===== config.mk =====
export PLATFORM = sky130hd
export DESIGN_NAME = cmp3_result_tracker
export DESIGN_NICKNAME = d
export VERILOG_FILES = /design/src/rtl/cmp3_result_tracker.sv
export SDC_FILE = /design/constraint.sdc
export NUM_CORES = 1
export LEC_CHECK = 0
export CORE_MARGIN = 5
export CORE_UTILIZATION = 37
export DETAILED_ROUTE_END_ITERATION = 10
export DONT_BUFFER_PORTS = 1
export PLACE_DENSITY_LB_ADDON = 0.08
export SYNTH_ARGS = -nofsm -noshare
export SYNTH_HDL_FRONTEND = slang
export SYNTH_SLANG_ARGS = --single-unit

===== constraint.sdc =====
create_clock -name clk -period 2.3 [get_ports clk]
set_input_delay 0.23 -clock clk [delete_from_list [all_inputs] [get_ports clk]]
set_output_delay 0.23 -clock clk [all_outputs]
set_load 0.1 [all_outputs]

===== src/rtl/cmp3_result_tracker.sv =====
// rtl/cmp3_result_tracker.sv - windowed outcome statistics for the 3-bit comparator stage
//
// Collects up to WINDOW accepted comparator results and presents one held
// summary report per window. Optional flag self-check: CMP3_SELF_CHECK_EN.
//
// Ports:
//   clk, rst           clock, synchronous active-high reset
//   enable             level, permits accumulation (low discards a partial window)
//   flush              pulse, reports a non-empty partial window early
//   in_valid/in_ready  sample handshake; in_ready is a registered state decode
//   a, b               operand pair seen by the comparator
//   more, less,
//   no_relation        comparator flags for a/b
//   report_valid/
//   report_ready       report handshake; outputs are frozen while report_valid
//   gt_cnt, lt_cnt,
//   eq_cnt, sample_cnt outcome counts for the window
//   max_diff           largest |a-b| seen in the window
//   mismatch_cnt       flag/operand disagreements (0 unless self-check built in)
module cmp3_result_tracker #(
  parameter int unsigned WINDOW = 8
) (
  input  logic       clk,
  input  logic       rst,
  input  logic       enable,
  input  logic       flush,
  input  logic       in_valid,
  output logic       in_ready,
  input  logic [2:0] a,
  input  logic [2:0] b,
  input  logic       more,
  input  logic       less,
  input  logic       no_relation,
  output logic       report_valid,
  input  logic       report_ready,
  output logic [7:0] gt_cnt,
  output logic [7:0] lt_cnt,
  output logic [7:0] eq_cnt,
  output logic [7:0] sample_cnt,
  output logic [2:0] max_diff,
  output logic [7:0] mismatch_cnt
);

  typedef enum logic [1:0] {IDLE, ACCUM, REPORT} state_t;

  localparam logic [7:0] WIN = 8'(WINDOW);

  state_t     state, next_state;
  logic       clear_acc;
  logic       accept;
  logic       win_done;
  logic       flush_go;
  logic       is_gt, is_lt;
  logic [3:0] diff4;
  logic [2:0] diff3;

  logic [7:0] gt_q, lt_q, eq_q, smp_q;
  logic [2:0] max_q;

  assign in_ready     = (state == ACCUM);
  assign report_valid = (state == REPORT);
  assign accept       = in_valid && in_ready;

  // Contradictory or absent flags (both set, neither set, no_relation) count as EQ.
  assign is_gt = more && !less;
  assign is_lt = less && !more;

  assign diff4 = (a > b) ? ({1'b0, a} - {1'b0, b}) : ({1'b0, b} - {1'b0, a});
  assign diff3 = diff4[2:0];

  assign win_done = accept && ((smp_q + 8'd1) == WIN);
  // A sample arriving with the flush makes an otherwise empty window reportable.
  assign flush_go = flush && ((smp_q != 8'd0) || accept);

  always_comb begin
    next_state = state;
    clear_acc  = 1'b0;
    case (state)
      IDLE: begin
        if (enable) next_state = ACCUM;
      end
      ACCUM: begin
        // Completing or flushing a window wins over enable falling.
        if (win_done || flush_go) begin
          next_state = REPORT;
        end else if (!enable) begin
          next_state = IDLE;
          clear_acc  = 1'b1;
        end
      end
      REPORT: begin
        if (report_ready) begin
          clear_acc  = 1'b1;
          next_state = enable ? ACCUM : IDLE;
        end
      end
      default: begin
        next_state = IDLE;
        clear_acc  = 1'b1;
      end
    endcase
  end

`ifdef CMP3_SELF_CHECK_EN
  logic [7:0] mis_q;
  logic       flag_bad;

  assign flag_bad = (more != (a > b)) || (less != (a < b)) || (no_relation != (a == b));
  assign mismatch_cnt = mis_q;

  always_ff @(posedge clk) begin
    if (rst || clear_acc) begin
      mis_q <= 8'd0;
    end else if (accept && flag_bad && (mis_q != 8'hFF)) begin
      mis_q <= mis_q + 8'd1;
    end
  end
`else
  logic unused_flags;

  assign unused_flags = no_relation;
  assign mismatch_cnt = 8'd0;
`endif

  always_ff @(posedge clk) begin
    if (rst) begin
      state <= IDLE;
      gt_q  <= 8'd0;
      lt_q  <= 8'd0;
      eq_q  <= 8'd0;
      smp_q <= 8'd0;
      max_q <= 3'd0;
    end else begin
      state <= next_state;
      if (clear_acc) begin
        // Also drops a sample accepted in the same cycle enable falls.
        gt_q  <= 8'd0;
        lt_q  <= 8'd0;
        eq_q  <= 8'd0;
        smp_q <= 8'd0;
        max_q <= 3'd0;
      end else if (accept) begin
        smp_q <= smp_q + 8'd1;
        if (is_gt)      gt_q <= gt_q + 8'd1;
        else if (is_lt) lt_q <= lt_q + 8'd1;
        else            eq_q <= eq_q + 8'd1;
        if (diff3 > max_q) max_q <= diff3;
      end
    end
  end

  assign gt_cnt     = gt_q;
  assign lt_cnt     = lt_q;
  assign eq_cnt     = eq_q;
  assign sample_cnt = smp_q;
  assign max_diff   = max_q;

endmodule

==> load_flow_metrics.sql, run 1 <==
INSERT INTO impl_metrics (metric_group, metric, value, unit) VALUES
('worst_setup_path', 'setup.worst_path.class', 'primary input to flip-flop', ''),
('final_layout', 'layout.filler_cells', '585', ''),
('sta', 'finalCritPeriodShare', '93.3', '%'),
('worst_setup_path', 'regToRegSetupSlack', '0.42', 'ns'),
('clock_tree', 'post_cts_setup_bufs', '0', ''),
('floorplanning', 'row_count', '27', ''),
('synth', 'synthCells', '247', ''),
('global_routing', 'grt_overflow_total', '0', ''),
('clock_tree', 'tritoncts', 'yes', ''),
('synth', 'number_of_library_cell_types_mapped_by_synthesis', '46', ''),
('final_layout', 'final_cells', '367', ''),
('final_layout', 'drive_gt1_share', '23.4', '%'),
('sta', 'min_cycle_time_layout', '2.15', 'ns'),
('status', 'outcome', 'completed', ''),
('placed_design', 'gp_routability_congestion', '0.716', ''),
('placed_design', 'post-dp-hpwl', '3510', 'microns'),
('routing', 'route.vias.total', '1754', ''),
('placed_design', 'numPortBuffers', '0', ''),
('sta', 'report.final.setup_viol', '0', ''),
('final_layout', 'area.growth.synth_to_final', '22.2', '%'),
('sta', 'postLayoutSetupSlackWorst', '0.155', 'ns'),
('placed_design', 'worst_setup_timing_slack_at_the_placement_stage', '-0.148', 'ns'),
('worst_setup_path', 'worst_ep_arrival_time', '2.31', 'ns'),
('pwr', 'power_per_standard_cell_area', '524', 'nW/um^2'),
('worst_setup_path', 'startpoint', 'a[1]', ''),
('job', 'maxCapViolations', '0', ''),
('worst_setup_path', 'start_kind', 'primary input', ''),
('worst_setup_path', 'reg2reg_to', 'max_diff[1]$_SDFFE_PP0P_', ''),
('synth', 'synth.top_cells.by_area', 'sky130_fd_sc_hd__dfxtp_1, sky130_fd_sc_hd__ha_1, sky130_fd_sc_hd__xor2_1', ''),
('synth', 'synth_top_cell_by_area', 'sky130_fd_sc_hd__dfxtp_1', ''),
('sta', 'hold_viol_final', '0', ''),
('final_layout', 'layout_commonest_cell', 'sky130_fd_sc_hd__buf_4', ''),
('hold_path', 'hold_class', 'primary input to flip-flop', ''),
('pwr', 'pwr-share-comb', '19.2', '%'),
('clock_tree', 'clk_tree_root_cell', 'sky130_fd_sc_hd__clkbuf_8', ''),
('clock_tree', 'clock_path_buffers', '2', ''),
('clock_tree', 'clock-sinks', '37', ''),
('floorplanning', 'die_area', '7360', 'sq um'),
('sta', 'rsz0062_at_grt', 'no', ''),
('pwr', 'pwr-share-clk', '32.7', '%'),
('worst_setup_path', 'r2r.worst_path.cells', '6', ''),
('sta', 'whs', '0.100', 'ns'),
('floorplanning', 'die_height', '85.8', 'microns'),
('final_layout', 'final_area', '2600', 'sq um'),
('worst_setup_path', 'critPathBufInv', '1', ''),
('pwr', 'power.switching_fraction', '31.3', '%'),
('floorplanning', 'io_pins', '60', ''),
('routing', 'drt-pass1-iter-count', '4', ''),
('pwr', 'max-vdd-ir-drop', '0.267', 'mV'),
('worst_setup_path', 'worstPathMaxFanout', '6', ''),
('routing', 'antenna_violation_net_count_after_detailed_routing', '0', ''),
('worst_setup_path', 'worst_path_dominant_cell_family', 'compound AO/OA/AOI/OAI gates', ''),
('pwr', 'report.power.total', '1360', 'uW'),
('worst_setup_path', 'timing.rr.start', 'sample_cnt[3]$_SDFFE_PP0N_', ''),
('final_layout', 'fin_nets', '326', ''),
('pwr', 'power_switching', '426', 'uW'),
('synth', 'synth_sequential_area_ratio', '34.8', '%'),
('final_layout', 'layout.cells.most_common_list', 'sky130_fd_sc_hd__buf_4, sky130_fd_sc_hd__nor2_1, sky130_fd_sc_hd__dfxtp_1', ''),
('routing', 'dr.first_iter.drc_count', '39', ''),
('final_layout', 'antennaDiodeCount', '0', ''),
('sta', 'maxSlewViolCount', '0', ''),
('floorplanning', 'initial_cell_density_of_the_core', '38.4', '%'),
('sta', 'timing.fmax', '466', 'MHz'),
('worst_setup_path', 'worst_path_largest_cell_delay', '0.31', 'ns'),
('synth', 'mappedNetlistArea', '2130', 'sq um'),
('synth', 'postSynth.topFlopCell', 'sky130_fd_sc_hd__dfxtp_1', ''),
('worst_setup_path', 'crit_path_end', 'max_diff[2]$_SDFFE_PP0P_', ''),
('routing', 'drcViolationCount', '0', ''),
('clock_tree', 'clk_pin_slew_worst_paths', '0.07', 'ns'),
('pwr', 'sequential_group_share_of_total_power', '48.1', '%'),
('worst_setup_path', 'ordered_list_of_cells_on_the_worst_path', 'inv_1 > ha_1 > nor2b_1 > o21a_1 > o211ai_1 > o21ai_0 > ha_1 > nor2b_1 > o21a_1 > o21a_2 > mux2i_1 > a21oi_1', '');
==> stage by stage <==
| stage | util (%) | setup TNS (ns) |
|---|---|---|
| after floorplan | - | 0 |
| after global placement | 45.0 | -0.239 |
| after detailed placement | 45.0 | -0.349 |
| after CTS | 46.7 | 0 |
| after global routing | 46.9 | 0 |
| final | 46.9 | 0 |
==> final cells by class <==
cell class / instances / area (sq um) / area share, %
flip-flops and latches: 37 / 747 / 28.8
multi-input cells: 186 / 1250 / 48.2
well taps: 72 / 90.1 / 3.47
repair buffers: 48 / 365 / 14.1
inverters: 16 / 60.1 / 2.31
clock buffers: 6 / 72.6 / 2.79
clock inverters: 2 / 10.0 / 0.385
==> cell families after synthesis <==
logic type                 count (synthesis)  share of synthesized area, %
and+or+nand+nor                          104                          23.8
adders and majority gates                 17                          10.7
DFF                                       37                          34.8
xor gates and xnor gates                  27                          11.1
buffers and inverters                     31                          8.00
AOI/OAI and AO/OA                         26                          9.42
other                                      1                         0.176
muxes                                      4                          1.88
==> how the worst min path moves through the flow <==
stage	start	end	slack [ns]	cells after the start
5_1_grt	enable	state[0]$_SDFFE_PP0P_	0.09	1
3_5_place_dp	rst	state[1]$_SDFFE_PP0P_	0.30	1
6_report	enable	state[0]$_SDFFE_PP0P_	0.10	1
4_1_cts	rst	state[0]$_SDFFE_PP0P_	0.002	1
3_3_place_gp	rst	state[1]$_SDFFE_PP0P_	0.30	1
2_1_floorplan	rst	state[1]$_SDFFE_PP0P_	0.30	1
==> flip-flops by register name, summed over array words and instances, names as in the netlist <==
register,cells
eq_cnt,8
gt_cnt,8
lt_cnt,8
sample_cnt,8
max_diff,3
state,2
==> synthesized netlist by cell type, types with 2 or more instances <==
| cell type | instances |
|---|---|
| sky130_fd_sc_hd__and3_1 | 3 |
| sky130_fd_sc_hd__fa_1 | 2 |
| sky130_fd_sc_hd__xnor2_1 | 7 |
| sky130_fd_sc_hd__nand4_1 | 8 |
| sky130_fd_sc_hd__clkbuf_1 | 3 |
| sky130_fd_sc_hd__buf_4 | 8 |
| sky130_fd_sc_hd__nand3_1 | 13 |
| sky130_fd_sc_hd__xor2_1 | 20 |
| sky130_fd_sc_hd__dfxtp_1 | 37 |
| sky130_fd_sc_hd__nand2_1 | 18 |
| sky130_fd_sc_hd__ha_1 | 15 |
| sky130_fd_sc_hd__nor2b_1 | 7 |
| sky130_fd_sc_hd__o21ai_0 | 2 |
| sky130_fd_sc_hd__inv_1 | 16 |
| sky130_fd_sc_hd__nor2_1 | 37 |
| sky130_fd_sc_hd__mux2i_1 | 4 |
| sky130_fd_sc_hd__a211oi_1 | 2 |
| sky130_fd_sc_hd__buf_6 | 3 |
| sky130_fd_sc_hd__nor3_1 | 6 |
| sky130_fd_sc_hd__a21oi_1 | 5 |
| sky130_fd_sc_hd__and2_1 | 2 |
| sky130_fd_sc_hd__o21a_1 | 5 |
==> layer usage <==
layer,GRT usage (%),routed length [microns],part of all wire (%)
met5,0,0,0
met4,3.45,29,0.63
met3,3.65,270,5.9
met2,20.2,2100,46
met1,16.7,2180,48
==> power groups by stage <==
stage,registers [uW],logic [uW],clock network [uW]
6_report,655,261,445
5_1_grt,656,283,499
4_1_cts,655,263,467
3_5_place_dp,670,259,0
3_3_place_gp,670,258,0
2_1_floorplan,706,184,0
==> repair_timing <==
action	CTS	global route
hold endpoints to repair	1	1
hold buffers	1	1
endpoints found under the setup margin	0	2
resized for setup	0	1
No activity file was read; power rests on OpenSTA's default activity.
==> run 2: changes to the inputs <==
==> constraint.sdc (replaced) <==
create_clock -name clk -period 2.7 [get_ports clk]
set_input_delay 0.27 -clock clk [delete_from_list [all_inputs] [get_ports clk]]
set_output_delay 0.27 -clock clk [all_outputs]
set_load 0.1 [all_outputs]
==> run 2 against run 1 <==
Via count fell by 5.5%. Sequential power fell by 15%. Register-to-register slack improved by 0.18 ns. Non-clock buffer count fell by 11.
==> load_flow_metrics.sql, run 2 (same netlist as run 1, synthesis figures left out) <==
INSERT INTO impl_metrics (metric_group, metric, value, unit) VALUES
('clock_tree', 'tritoncts_buffers', '5', ''),
('final_layout', 'antennaDiodeCount', '0', ''),
('clock_tree', 'cts_hold_repair.buffers', '0', ''),
('clock_tree', 'clk_pin_slew_worst_paths', '0.08', 'ns'),
('final_layout', 'final_area', '2510', 'sq um'),
('routing', 'dr.first_iter.drc_count', '48', ''),
('hold_path', 'min_path_cells', '1', ''),
('routing', 'route.vias.total', '1658', ''),
('sta', 'maxSlewViolCount', '0', ''),
('worst_setup_path', 'critPathBufInv', '1', ''),
('floorplanning', 'row_count', '27', ''),
('worst_setup_path', 'worst_setup_path_end_kind', 'flip-flop', ''),
('global_routing', 'grt_max_degree', '28', ''),
('sta', 'report.final.setup_viol', '0', ''),
('global_routing', 'first_global_vias', '1572', ''),
('worst_setup_path', 'timing.critical_path.depth', '12', ''),
('routing', 'total_wirelength', '4440', 'microns'),
('worst_setup_path', 'r2r.worst_path.cells', '6', ''),
('final_layout', 'area.growth.synth_to_final', '18.1', '%'),
('placed_design', 'numPortBuffers', '0', ''),
('worst_setup_path', 'worst_path_largest_cell_delay', '0.30', 'ns'),
('placed_design', 'placed_area', '2430', 'sq um'),
('global_routing', 'grt_overflow_total', '0', ''),
('sta', 'fin_skew', '0.00728', 'ns'),
('sta', 'timing.fmax', '459', 'MHz'),
('clock_tree', 'clock-sinks', '37', ''),
('worst_setup_path', 'ordered_list_of_cells_on_the_worst_path', 'inv_1 > ha_1 > nor2b_1 > o21a_1 > o211ai_1 > o21ai_0 > ha_1 > nor2b_1 > o21a_1 > o21a_1 > o211a_1 > nor3_1', ''),
('final_layout', 'layout.filler_cells', '544', ''),
('routing', 'drt-pass1-iter-count', '4', ''),
('worst_setup_path', 'cp_data_required_time', '2.91', 'ns'),
('pwr', 'power_per_standard_cell_area', '454', 'nW/um^2'),
('final_layout', 'layout.cells.most_common_list', 'sky130_fd_sc_hd__nor2_1, sky130_fd_sc_hd__dfxtp_1, sky130_fd_sc_hd__buf_4', ''),
('floorplanning', 'floorplan.core_area', '5540', 'sq um'),
('placed_design', 'dpl.cell_count', '348', ''),
('pwr', 'max-vdd-ir-drop', '0.186', 'mV'),
('clock_tree', 'post_cts_setup_bufs', '0', ''),
('placed_design', 'gp_routability_congestion', '0.699', ''),
('final_layout', 'final_core_utilization', '45.3', '%'),
('clock_tree', 'cts_repair_resize_count', '0', ''),
('pwr', 'p_leak', '0.00107', 'uW'),
('final_layout', 'fin_nets', '315', ''),
('final_layout', 'drive_gt1_share', '19.0', '%'),
('placed_design', 'post-dp-hpwl', '3340', 'microns'),
('global_routing', 'wire_length_of_the_first_global_routing_pass', '7330', 'microns'),
('routing', 'avgViaCountPerCell', '4.66', ''),
('routing', 'wire_per_inst', '12.5', 'microns'),
('sta', 'worst-slew-pin-transition', '0.981', 'ns'),
('sta', 'finalCritPeriodShare', '80.6', '%'),
('worst_setup_path', 'worst_path_dominant_cell_family', 'compound AO/OA/AOI/OAI gates', ''),
('worst_setup_path', 'worst_ep_arrival_time', '2.39', 'ns'),
('job', 'maxCapViolations', '0', ''),
('worst_setup_path', 'worstPathMaxFanout', '6', ''),
('worst_setup_path', 'critical_path.slowest_cell', 'sky130_fd_sc_hd__ha_1', ''),
('status', 'outcome', 'completed', ''),
('global_routing', 'antenna_violations_before_repair', '0', ''),
('clock_tree', 'tritoncts', 'yes', ''),
('global_routing', 'grt.total_usage', '12.5', '%'),
('floorplanning', 'die_w', '85.8', 'microns'),
('sta', 'tns', '0', 'ns'),
('worst_setup_path', 'setup.worst_path.class', 'primary input to flip-flop', ''),
('clock_tree', 'clock_path_buffers', '2', ''),
('clock_tree', 'clk_latency', '0.29', 'ns'),
('sta', 'timing.slew.headroom', '34.5', '%'),
('routing', 'drcViolationCount', '0', ''),
('floorplanning', 'die_height', '85.8', 'microns'),
('sta', 'min_cycle_time_layout', '2.18', 'ns'),
('floorplanning', 'die_area', '7360', 'sq um'),
('clock_tree', 'h-tree-depth', '2', ''),
('worst_setup_path', 'start_kind', 'primary input', ''),
('floorplanning', 'initial_cell_density_of_the_core', '38.4', '%'),
('routing', 'antenna_violation_net_count_after_detailed_routing', '0', ''),
('final_layout', 'final_cells', '356', ''),
('hold_path', 'hold_class', 'primary input to flip-flop', ''),
('clock_tree', 'clk_tree_root_cell', 'sky130_fd_sc_hd__clkbuf_8', ''),
('sta', 'hold_viol_final', '0', ''),
('floorplanning', 'io_pins', '60', ''),
('worst_setup_path', 'critPathMostFrequentCell', 'sky130_fd_sc_hd__o21a_1', ''),
('sta', 'rsz0062_at_grt', 'no', '');
==> run 2: changes by cell type in the layout (fill, tap and decap cells not counted), moves of 2 or more <==
cell / change
sky130_fd_sc_hd__dfxtp_2: -5
sky130_fd_sc_hd__dfxtp_1: +5
sky130_fd_sc_hd__buf_4: -10
sky130_fd_sc_hd__dlygate4sd3_1: -2
==> run 2: area by class of cell <==
cell class | instances | area [sq um] | area share [%]
sequential | 37 | 741 | 29.5
tap | 72 | 90.1 | 3.59
timing repair buffer | 37 | 290 | 11.6
inverter | 16 | 60.1 | 2.39
multi-input combinational | 186 | 1250 | 49.7
clock inverter | 2 | 10.0 | 0.399
clock buffer | 6 | 72.6 | 2.89
==> run 2: report_power, final <==
group / internal [uW] / switching [uW] / total, uW / leakage, uW
Clock: 179 / 197 / 376 / 0.0000450
Sequential: 551 / 6.32 / 557 / 0.000299
Combinational: 53.4 / 153 / 207 / 0.000723
==> run 2: worst reg2reg max path, stage by stage (launching register included) <==
cell and delay (ns):
sky130_fd_sc_hd__dfxtp_1 0.39, sky130_fd_sc_hd__nor4_1 0.34, sky130_fd_sc_hd__a41oi_1 0.21, sky130_fd_sc_hd__or3b_1 0.43, sky130_fd_sc_hd__o21ai_4 0.32, sky130_fd_sc_hd__buf_12 0.23, sky130_fd_sc_hd__nor3_1 0.08
==> run 2: path summary, 6_finish.rpt <==
path / endpoint / slack (ns) / start
max: max_diff[1]$_SDFFE_PP0P_ / 0.52 / a[1]
max reg2reg: max_diff[1]$_SDFFE_PP0P_ / 0.60 / sample_cnt[4]$_SDFFE_PP0N_
min reg2reg: eq_cnt[7]$_SDFFE_PP0P_ / 0.52 / eq_cnt[7]$_SDFFE_PP0P_
min: state[1]$_SDFFE_PP0P_ / 0.04 / rst
==> run 2: through the flow <==
step | setup slack, ns | total power, uW | hold slack (ns)
3_3_place_gp | 0.195 | 779 | 0.345
3_5_place_dp | 0.202 | 778 | 0.345
4_1_cts | 0.510 | 1160 | 0.0293
6_report | 0.523 | 1140 | 0.0428
5_1_grt | 0.293 | 1200 | 0.0297
2_1_floorplan | 0.248 | 758 | 0.339
==> run 2: metal layers <==
layer | GRT usage, % | up-vias | wire length, microns
met4 | 3.88 | 0 | 27
met3 | 5.09 | 2 | 314
met5 | 0 | - | 0
met2 | 20.2 | 43 | 2010
met1 | 15.0 | 727 | 2080
li1 | - | 886 | -
